**src/rtl/mode_counter_pkg.sv**
```systemverilog
// Shared types and constants for the mode_counter timebase.
// Optional prescaler is enabled with `define MODE_COUNTER_PRESCALE_EN.
package mode_counter_pkg;

    typedef enum logic [1:0] {
        IDLE = 2'd0,
        RUN  = 2'd1,
        DONE = 2'd2
    } state_t;

    localparam logic DIR_UP       = 1'b1;
    localparam logic DIR_DOWN     = 1'b0;

    localparam logic MODE_FREE    = 1'b0;
    localparam logic MODE_ONESHOT = 1'b1;

endpackage

```
**src/rtl/mode_counter_en_prescaler.sv**
```systemverilog
// Enable prescaler: passes every PRESCALE-th qualified enable as a single tick.
// Only instantiated by mode_counter when MODE_COUNTER_PRESCALE_EN is defined.
module en_prescaler #(
    parameter int unsigned PRESCALE = 4
) (
    input  logic clk,
    input  logic rst,
    input  logic sync_clr,
    input  logic en_in,
    output logic tick_out
);

    localparam int unsigned CW = $clog2(PRESCALE);
    localparam logic [CW-1:0] LAST = CW'(PRESCALE - 1);

    logic [CW-1:0] cnt;

    assign tick_out = en_in && !sync_clr && (cnt == LAST);

    always_ff @(posedge clk or posedge rst) begin
        if (rst) begin
            cnt <= '0;
        end else if (sync_clr) begin
            cnt <= '0;
        end else if (en_in) begin
            cnt <= (cnt == LAST) ? '0 : cnt + 1'b1;
        end
    end

endmodule

```
**src/rtl/mode_counter.sv**
```systemverilog
// Parametrised up/down counter with free-run/one-shot FSM, tc and compare match.
// Define MODE_COUNTER_PRESCALE_EN to add the PRESCALE parameter and pre_tick output.
module mode_counter
    import mode_counter_pkg::*;
#(
    parameter int unsigned WIDTH     = 8,
    parameter int unsigned MAX_COUNT = 2**WIDTH - 1
`ifdef MODE_COUNTER_PRESCALE_EN
  , parameter int unsigned PRESCALE  = 4
`endif
) (
    input  logic             clk,
    input  logic             rst,
    input  logic             en,
    input  logic             clr,
    input  logic             load,
    input  logic [WIDTH-1:0] load_val,
    input  logic             dir,
    input  logic             oneshot,
    input  logic             start,
    input  logic             stop,
    input  logic [WIDTH-1:0] cmp_val,
    output logic [WIDTH-1:0] count,
    output logic             tc,
    output logic             cmp_match,
    output logic             busy,
    output logic             done
`ifdef MODE_COUNTER_PRESCALE_EN
  , output logic             pre_tick
`endif
);

    localparam logic [WIDTH-1:0] TOP = WIDTH'(MAX_COUNT);

    state_t           state;
    logic             mode_q;
    logic             step;
    logic [WIDTH-1:0] start_val;
    logic [WIDTH-1:0] load_clamped;
    logic [WIDTH-1:0] next_val;
    logic [WIDTH-1:0] term_val;
    logic             wrap;
    logic             hit_term;

`ifdef MODE_COUNTER_PRESCALE_EN
    logic tick;

    en_prescaler #(
        .PRESCALE (PRESCALE)
    ) u_prescaler (
        .clk      (clk),
        .rst      (rst),
        .sync_clr (clr | stop | start | load),
        .en_in    (en && (state == RUN)),
        .tick_out (tick)
    );

    assign pre_tick = tick;
    assign step     = tick;
`else
    assign step = en && (state == RUN);
`endif

    assign cmp_match = (count == cmp_val);

    always_comb begin
        start_val    = (dir == DIR_DOWN) ? TOP : '0;
        load_clamped = (load_val > TOP) ? TOP : load_val;
        if (dir == DIR_UP) begin
            wrap     = (count == TOP);
            next_val = wrap ? '0 : count + 1'b1;
            term_val = TOP;
        end else begin
            wrap     = (count == '0);
            next_val = wrap ? TOP : count - 1'b1;
            term_val = '0;
        end
        // One-shot also stops if already parked on the terminal value, so it never wraps
        hit_term = (count == term_val) || (next_val == term_val);
    end

    always_ff @(posedge clk or posedge rst) begin
        if (rst) begin
            count  <= '0;
            state  <= IDLE;
            mode_q <= MODE_FREE;
            tc     <= 1'b0;
            busy   <= 1'b0;
            done   <= 1'b0;
        end else begin
            tc <= 1'b0;
            if (clr) begin
                count <= '0;
                state <= IDLE;
                busy  <= 1'b0;
                done  <= 1'b0;
            end else if (stop) begin
                state <= IDLE;
                busy  <= 1'b0;
                done  <= 1'b0;
            end else if (start) begin
                count  <= start_val;
                state  <= RUN;
                mode_q <= oneshot;
                busy   <= 1'b1;
                done   <= 1'b0;
            end else if (load) begin
                count <= load_clamped;
            end else if (step) begin
                if ((mode_q == MODE_ONESHOT) && hit_term) begin
                    count <= term_val;
                    state <= DONE;
                    busy  <= 1'b0;
                    done  <= 1'b1;
                    tc    <= 1'b1;
                end else begin
                    count <= next_val;
                    tc    <= wrap;
                end
            end
        end
    end

endmodule

```
**config.mk**
```make
export PLATFORM = sky130hd
export DESIGN_NAME = mode_counter
export DESIGN_NICKNAME = d
export VERILOG_FILES = /design/src/rtl/mode_counter_pkg.sv /design/src/rtl/mode_counter_en_prescaler.sv /design/src/rtl/mode_counter.sv
export SDC_FILE = /design/constraint.sdc
export NUM_CORES = 1
export LEC_CHECK = 0
export BUFFER_PORTS_ARGS = -buffer_cell sky130_fd_sc_hd__buf_2
export CAP_MARGIN = 20
export CORE_MARGIN = 2
export CORE_UTILIZATION = 25
export DETAILED_ROUTE_END_ITERATION = 16
export PLACE_DENSITY_LB_ADDON = 0.08
export REMOVE_ABC_BUFFERS = 1
export SLEW_MARGIN = 10
export SYNTH_ARGS = -nofsm -noshare
export SYNTH_HDL_FRONTEND = slang
export SYNTH_SLANG_ARGS = --single-unit
```
**constraint.sdc**
```tcl
create_clock -name clk -period 2.4 [get_ports clk]
set_input_delay 0 -clock clk [delete_from_list [all_inputs] [get_ports clk]]
set_output_delay 0 -clock clk [all_outputs]
set_load 0.05 [all_outputs]
```
==> results by group, run 1 <==
Status
  – Status: finished clean

Placed design
  – RD Place Congestion: around 0.82
  – Dpl cells: between 300 and 400
  – PortBufs: 36
  – Detail Placement HPWL: approximately 4.0 mm

Synth
  – FF+latch count, synth: 12
  – Synth area leader: dfrtp_1
  – Async S/R FF share, synth: 100.0%
  – Syn avg cell area: approximately 8.0 µm²
  – Synthesized instance count: around 190
  – Commonest cells in the netlist: nand2_1, nor2_1, dfrtp_1
  – Post-synth top flop: dfrtp_1
  – Synth top area share: about a fifth
  – Synth Cell Area: around 0.0015 mm²
  – Post-synth cell types: 58
  – Warnings, synthesis: 0
  – Top cells by area, synth: dfrtp_1, nand2_1, xnor2_1
  – Seq/Total Area, Yosys: 20.27%
  – Number of flops mapped to enable cells by yosys: 0
  – Count leader, synth: nand2_1

Cells and area
  – Diode count: 0
  – Fin util: roughly a third
  – Filler cell count: approximately 670
  – Area growth from synthesis to layout: 35.14%
  – Fin cells: 320
  – Total area of sequential cells: between 300 and 400 µm²
  – # nets final: about 280
  – Share of cells above drive strength 1: a little over a third
  – Area occupied by multi-input gates: 0.001096 mm²

STA
  – Slew HR: 65.59%
  – Worst Tran Pin Value: between 0.5 and 0.6 ns
  – Hold_ws: approximately 0.045 ns
  – Clock Skew: approximately 0.0016 ns
  – Total Neg Setup Slack: 0 ns
  – Final setup fails: 0
  – Fin. Hold Viols: 0
  – Max Clock Freq: 0.4353 GHz
  – Min cycle time layout: about 2.3 ns
  – Final period utilization: between 90% and 100%
  – Final Max Tran Viols: 0

Worst setup path
  – WP data required: between 2 and 3 ns
  – R2r endpoint: tc$_DFF_PP0_
  – Worst-path cell chain: inv_1, ha_2, nor3b_2, o21ai_0, a21boi_0, and4bb_1, nand4_4, a211oi_4, o21a_1
  – Critical path fanouts, max: 4
  – Buffers & Inverters on Critical Path: 1
  – CP Capture Type: register
  – Delay-heaviest family, CP: compound AO/OA/AOI/OAI gates
  – R2R depth: 9
  – Slowest cell on the critical path: dfrtp_1
  – Arrival @ worst endpoint: about 2.5 ns
  – Setup CP Type: register to register
  – Crit path largest cell delay: ~0.40 ns
  – R2R Path Start: count[0]$_DFFE_PP0P_
  – R2R Setup Slk: roughly 0.10 ns
  – Crit path launch type: register

CTS
  – CTS root buffer: clkbuf_8
  – Cts bufs inserted: 3
  – Clock tree sinks: 12
  – CTS max path bufs: 2
  – Clk_lat worst skew: about 0.24 ns
  – Clk slew on worst S/H paths: ~0.05 ns
  – H-Tree Level Count: 1
  – CTS tree: built

Flow run
  – Max-cap violations: 0

Routing
  – Number of detailed-route iterations in the first pass: 4
  – Met3 wire len: ~250 µm
  – Met1 WL: about 2.5 mm
  – WL per Instance: about 15 µm
  – DRC: 0
  – Routed wl met2: 2.169 mm
  – Vias: about 1600
  – Iter 0 DRT Violations: 60
  – Routed Antenna Nets: 0
  – Highest routed layer: met4
  – Via-to-Cell Ratio: roughly 5.0
  – Final WL: just under 5 mm

Floorplanning
  – Chip Width: 80.98 µm
  – Die height: 80.98 µm
  – Initial Util: between 20% and 30%
  – Ports: 37
  – DIE AREA: ~0.0066 mm²
  – CORE AREA: about 0.0058 mm²
  – Row count: 28

Pwr
  – Power Density: between 400 and 500 mW/mm²
  – Maximum VDD drop: about 0.00021 V
  – Total leakage power: slightly below 0.0009 µW

Global routing
  – Initial antenna violation count: 0
  – First-pass GRT wire length: 7.797 mm
  – Gr usage total: between 10% and 20%
  – Congestion Overflow GR: 0
  – Largest net degree at the start of global routing: 17
  – Vias in the first global route: roughly 1600

Hold path
  – Min-delay src: stop
  – Worst Hold Class: primary input to register
  – Hold path endpoint: done$_DFFE_PP0P_
  – Hold depth: 3
## registers in the layout, indices dropped and copies added (netlist names)
signal / count
count: 8
done: 1
mode_q: 1
state: 1
tc: 1
## cell usage in the layout (no fill, tap or decap), types with 6 or more instances in the layout
| cell type | instances |
|---|---|
| xnor2_1 | 10 |
| nor3_1 | 7 |
| buf_4 | 31 |
| o21ai_0 | 6 |
| nand2_1 | 25 |
| o221ai_1 | 6 |
| nand3_1 | 8 |
| buf_2 | 36 |
| nand4_1 | 7 |
| dfrtp_1 | 12 |
| inv_1 | 10 |
| nor2_1 | 16 |
| a21oi_1 | 7 |
## report_power, final
part	switching (µW)	total (µW)	internal (µW)	leakage, µW
logic	251	433	181	0.000697
clock network	74.1	185	111	0.0000216
registers	32.4	249	217	0.000160
## area by class of cell
class	instances	share of cell area [%]
clock buffers	3	2.063
repair buffers	69	21.62
inverters	10	1.875
multi-input cells	151	54.75
well taps	75	4.688
flip-flops and latches	12	15.00
## per-layer routing
layer | up-vias | global-route usage (%)
met5 | - | 0
met4 | 0 | 4.407
met3 | 8 | 2.111
met2 | 54 | 23.80
met1 | 726 | 22.20
li1 | 807 | -
## worst reg2reg max path, stage by stage (launching register included)
cell and delay [ns]:
dfrtp_1 0.40, inv_1 0.12, ha_2 0.23, nor3b_2 0.17, o21ai_0 0.17, a21boi_0 0.14
and4bb_1 0.34, nand4_4 0.17, a211oi_4 0.33, o21a_1 0.16
## stage by stage
stage,instance area (µm²),total power [µW],setup slack (ns)
floorplan,1391,499.6,-0.2908
global placement,1876,669.7,0.06908
detailed placement,1876,660.5,0.08518
CTS,1937,853.0,0.05394
global route,2002,920.0,-0.03636
finish,2002,866.7,0.1025
## worst max path at each step
stage	cells past startpoint	from	slack, ns	end
after CTS	9	count[0]$_DFFE_PP0P_	0.05	state[0]$_DFFE_PP0P_
after detailed placement	9	count[0]$_DFFE_PP0P_	0.09	state[0]$_DFFE_PP0P_
after global placement	9	count[0]$_DFFE_PP0P_	0.07	state[0]$_DFFE_PP0P_
final	9	count[0]$_DFFE_PP0P_	0.10	tc$_DFF_PP0_
after global routing	9	count[0]$_DFFE_PP0P_	-0.04	tc$_DFF_PP0_
after floorplan	9	count[0]$_DFFE_PP0P_	-0.29	state[0]$_DFFE_PP0P_
## logic make-up after synthesis
logic type               after synthesis  share of synthesized area, %
AO/OA/AOI/OAI                         53                         29.82
buffers and inverters                 23                         8.615
flip-flops                            12                         20.27
AND/OR/NAND/NOR                       81                         30.24
multiplexers                           2                         1.436
adder cells (fa/ha/maj)                3                         2.534
XOR/XNOR                              12                         7.095
## repair_timing
action                                  CTS  global route
endpoints found under the setup margin    0            10
endpoints found under the hold margin    13             0
hold buffers                              2             0
gates resized for setup                   0             7
buffers inserted                          0             3
(Power assumes the default switching activity.)
==> run 2, diff against run 1 <==
--- a/config.mk
+++ b/config.mk
@@ -8,7 +8,7 @@
 export BUFFER_PORTS_ARGS = -buffer_cell sky130_fd_sc_hd__buf_2
 export CAP_MARGIN = 20
 export CORE_MARGIN = 2
-export CORE_UTILIZATION = 25
+export CORE_UTILIZATION = 44
 export DETAILED_ROUTE_END_ITERATION = 16
 export PLACE_DENSITY_LB_ADDON = 0.08
 export REMOVE_ABC_BUFFERS = 1
==> run 2 against run 1 <==
Design area is 7.4% lower. Largest cell class unchanged. Utilization is 22 points higher. Largest power group unchanged. Non-clock buffer count is 12 lower. Combinational power is 11% lower.
==> results by group, run 2 (synthesis gave the netlist of run 1 again) <==
Status
  – Status: finished clean

Cells and area
  – Area occupied by multi-input gates: ~0.0011 mm²
  – Filler cell count: roughly 310
  – Commonest non-fill, non-tap cell in the layout: buf_2
  – # nets final: 263
  – Area growth from synthesis to layout: 25.08%
  – Largest register FFs: 8
  – Total area of sequential cells: 305.3 µm²
  – Diode count: 0
  – Fin cells: 280
  – Commonest non-fill, non-tap cells in the layout: buf_2, nand2_1, buf_4, nor2_1
  – Biggest register: count
  – Share of cells above drive strength 1: around a third

Placed design
  – Detail Placement HPWL: between 3 and 4 mm
  – PortBufs: 36
  – Dpl cells: approximately 270
  – RD Place Congestion: around 0.86
  – Setup WS pre-CTS: 0.1195 ns

STA
  – Slew HR: 62.99%
  – Final period utilization: 93.13%
  – Final setup fails: 0
  – Setup WS post-layout: around 0.16 ns
  – Worst Tran Pin Value: about 0.56 ns
  – Min cycle time layout: about 2.2 ns
  – Final Max Tran Viols: 0
  – RSZ-0062 raised after global routing: true
  – Clock Skew: 0.003593 ns
  – Max Clock Freq: roughly 0.45 GHz
  – Fin. Hold Viols: 0

Worst setup path
  – R2r endpoint: state[0]$_DFFE_PP0P_
  – Buffers & Inverters on Critical Path: 1
  – Arrival @ worst endpoint: 2.40 ns
  – Setup CP Type: register to register
  – Crit path largest cell delay: 0.43 ns
  – Delay-heaviest family, CP: simple AND/OR/NAND/NOR gates
  – R2R depth: 9
  – Crit path launch type: register
  – Critical Path End: state[0]$_DFFE_PP0P_
  – R2R Setup Slk: approximately 0.16 ns
  – CP startpoint: count[1]$_DFFE_PP0P_
  – Slowest cell on the critical path: dfrtp_1
  – WP data required: around 2.6 ns
  – CP Capture Type: register
  – R2R Path Start: count[1]$_DFFE_PP0P_
  – Worst-path cell chain: inv_1, ha_1, nor3b_2, a21oi_1, and2_1, and4bb_1, nand4_2, a2111oi_4, nor2_1
  – Critical path fanouts, max: 4
  – Crit path depth: 9

Routing
  – Via-to-Cell Ratio: around 5.8
  – Vias: approximately 1600
  – WL per Instance: between 15 and 20 µm
  – DRC: 0
  – Final WL: 4.314 mm
  – Iter 0 DRT Violations: between 80 and 90
  – Number of detailed-route iterations in the first pass: 4
  – Routed Antenna Nets: 0

Pwr
  – Final Power: approximately 800 µW
  – Power Internal: approximately 470 µW
  – Sw Share: about two fifths
  – Part of the power in registers: between 30% and 40%
  – Combinational power share: between 40% and 50%
  – Sw Pwr: between 300 and 400 µW
  – Maximum VDD drop: 0.0002524 V
  – Clock power frac: between 20% and 30%
  – Power Density: between 400 and 500 mW/mm²
  – Total leakage power: just over 0.0008 µW

CTS
  – CTS tree: built
  – Clk_lat worst skew: approximately 0.28 ns
  – Clk slew on worst S/H paths: roughly 0.080 ns
  – Post-CTS setup buffer count: 0
  – Cts bufs inserted: 3
  – CTS root buffer: clkbuf_4
  – Clock tree sinks: 12
  – CTS max path bufs: 2
  – H-Tree Level Count: 1

Floorplanning
  – CORE AREA: 0.003284 mm²
  – DIE AREA: between 0.003 and 0.004 mm²
  – Ports: 37
  – Initial Util: a little under half
  – Die height: between 60 and 70 µm
  – Row count: 21
  – Chip Width: around 62 µm

Global routing
  – Gr usage total: 23.88%
  – Vias in the first global route: approximately 1600
  – Congestion Overflow GR: 0
  – Largest net degree at the start of global routing: 16
  – Initial antenna violation count: 0
  – First-pass GRT wire length: 6.948 mm

Flow run
  – Max-cap violations: 0

Hold path
  – Worst Hold Class: primary input to register
[run 2: cell types whose count changed in the layout (fill, tap and decap cells not counted), moves of 2 or more]
| cell | change |
|---|---|
| dfrtp_1 | -4 |
| buf_4 | -12 |
| dfrtp_2 | +4 |
| clkbuf_8 | -2 |
| clkbuf_4 | +3 |
[run 2: metal layers]
layer / track usage, % / wire (µm) / vias to the layer above
li1: - / - / 784
met1: 31.00 / 1877 / 759
met2: 40.92 / 2079 / 69
met3: 2.484 / 267 / 10
met4: 8.511 / 89 / 0
met5: 0 / 0 / -
[run 2: final cells by class]
type / instances / area share, %
flip-flops and latches: 12 / 16.48
repair buffers: 57 / 18.50
multi-input cells: 151 / 57.93
well taps: 46 / 3.106
inverters: 10 / 2.026
clock buffers: 4 / 1.958
[run 2: repair_timing]
item / 4_1_cts / 5_1_grt
endpoints found under the hold margin: 13 / 0
hold buffers: 2 / 0
endpoints found under the setup margin: 0 / 9
resized for setup: 0 / 7
[run 2: worst register-to-register path: cells and delay by family, from the launching register on]
family	cells	cell delay, ns
flip-flops	1	0.43
adder cells (fa/ha/maj)	1	0.20
AO/OA/AOI/OAI	2	0.54
AND/OR/NAND/NOR	5	0.88
buffers and inverters	1	0.08
[run 2: worst min-delay path by stage]
| stage | slack, ns | end | cells past startpoint | start |
|---|---|---|---|---|
| floorplan | -0.14 | count[0]$_DFFE_PP0P_ | 1 | rst |
| global placement | 0.04 | count[2]$_DFFE_PP0P_ | 2 | rst |
| detailed placement | 0.03 | count[2]$_DFFE_PP0P_ | 2 | rst |
| CTS | 0.009 | count[0]$_DFFE_PP0P_ | 3 | load_val[0] |
| global route | 0.02 | count[6]$_DFFE_PP0P_ | 3 | load_val[6] |
| finish | 0.002 | done$_DFFE_PP0P_ | 3 | stop |
[run 2: power groups by stage]
| stage | Clock, µW | Sequential (µW) | Combinational (µW) |
|---|---|---|---|
| 2_1_floorplan | 0 | 301 | 199 |
| 4_1_cts | 163 | 252 | 380 |
| 6_report | 164 | 254 | 385 |
| 3_3_place_gp | 0 | 256 | 372 |
| 5_1_grt | 173 | 257 | 421 |
| 3_5_place_dp | 0 | 256 | 376 |
[run 2: through the flow]
step | hold WS [ns] | util [%] | TNS, ns | cell area [µm²]
final | 0.002228 | 56.42 | 0 | 1853
after global routing | 0.02080 | 56.42 | -0.02763 | 1853
after CTS | 0.008986 | 55.66 | 0 | 1828
after detailed placement | 0.03197 | 53.94 | 0 | 1772
after global placement | 0.03936 | 53.94 | 0 | 1772
after floorplan | -0.1353 | - | -1.738 | 1391
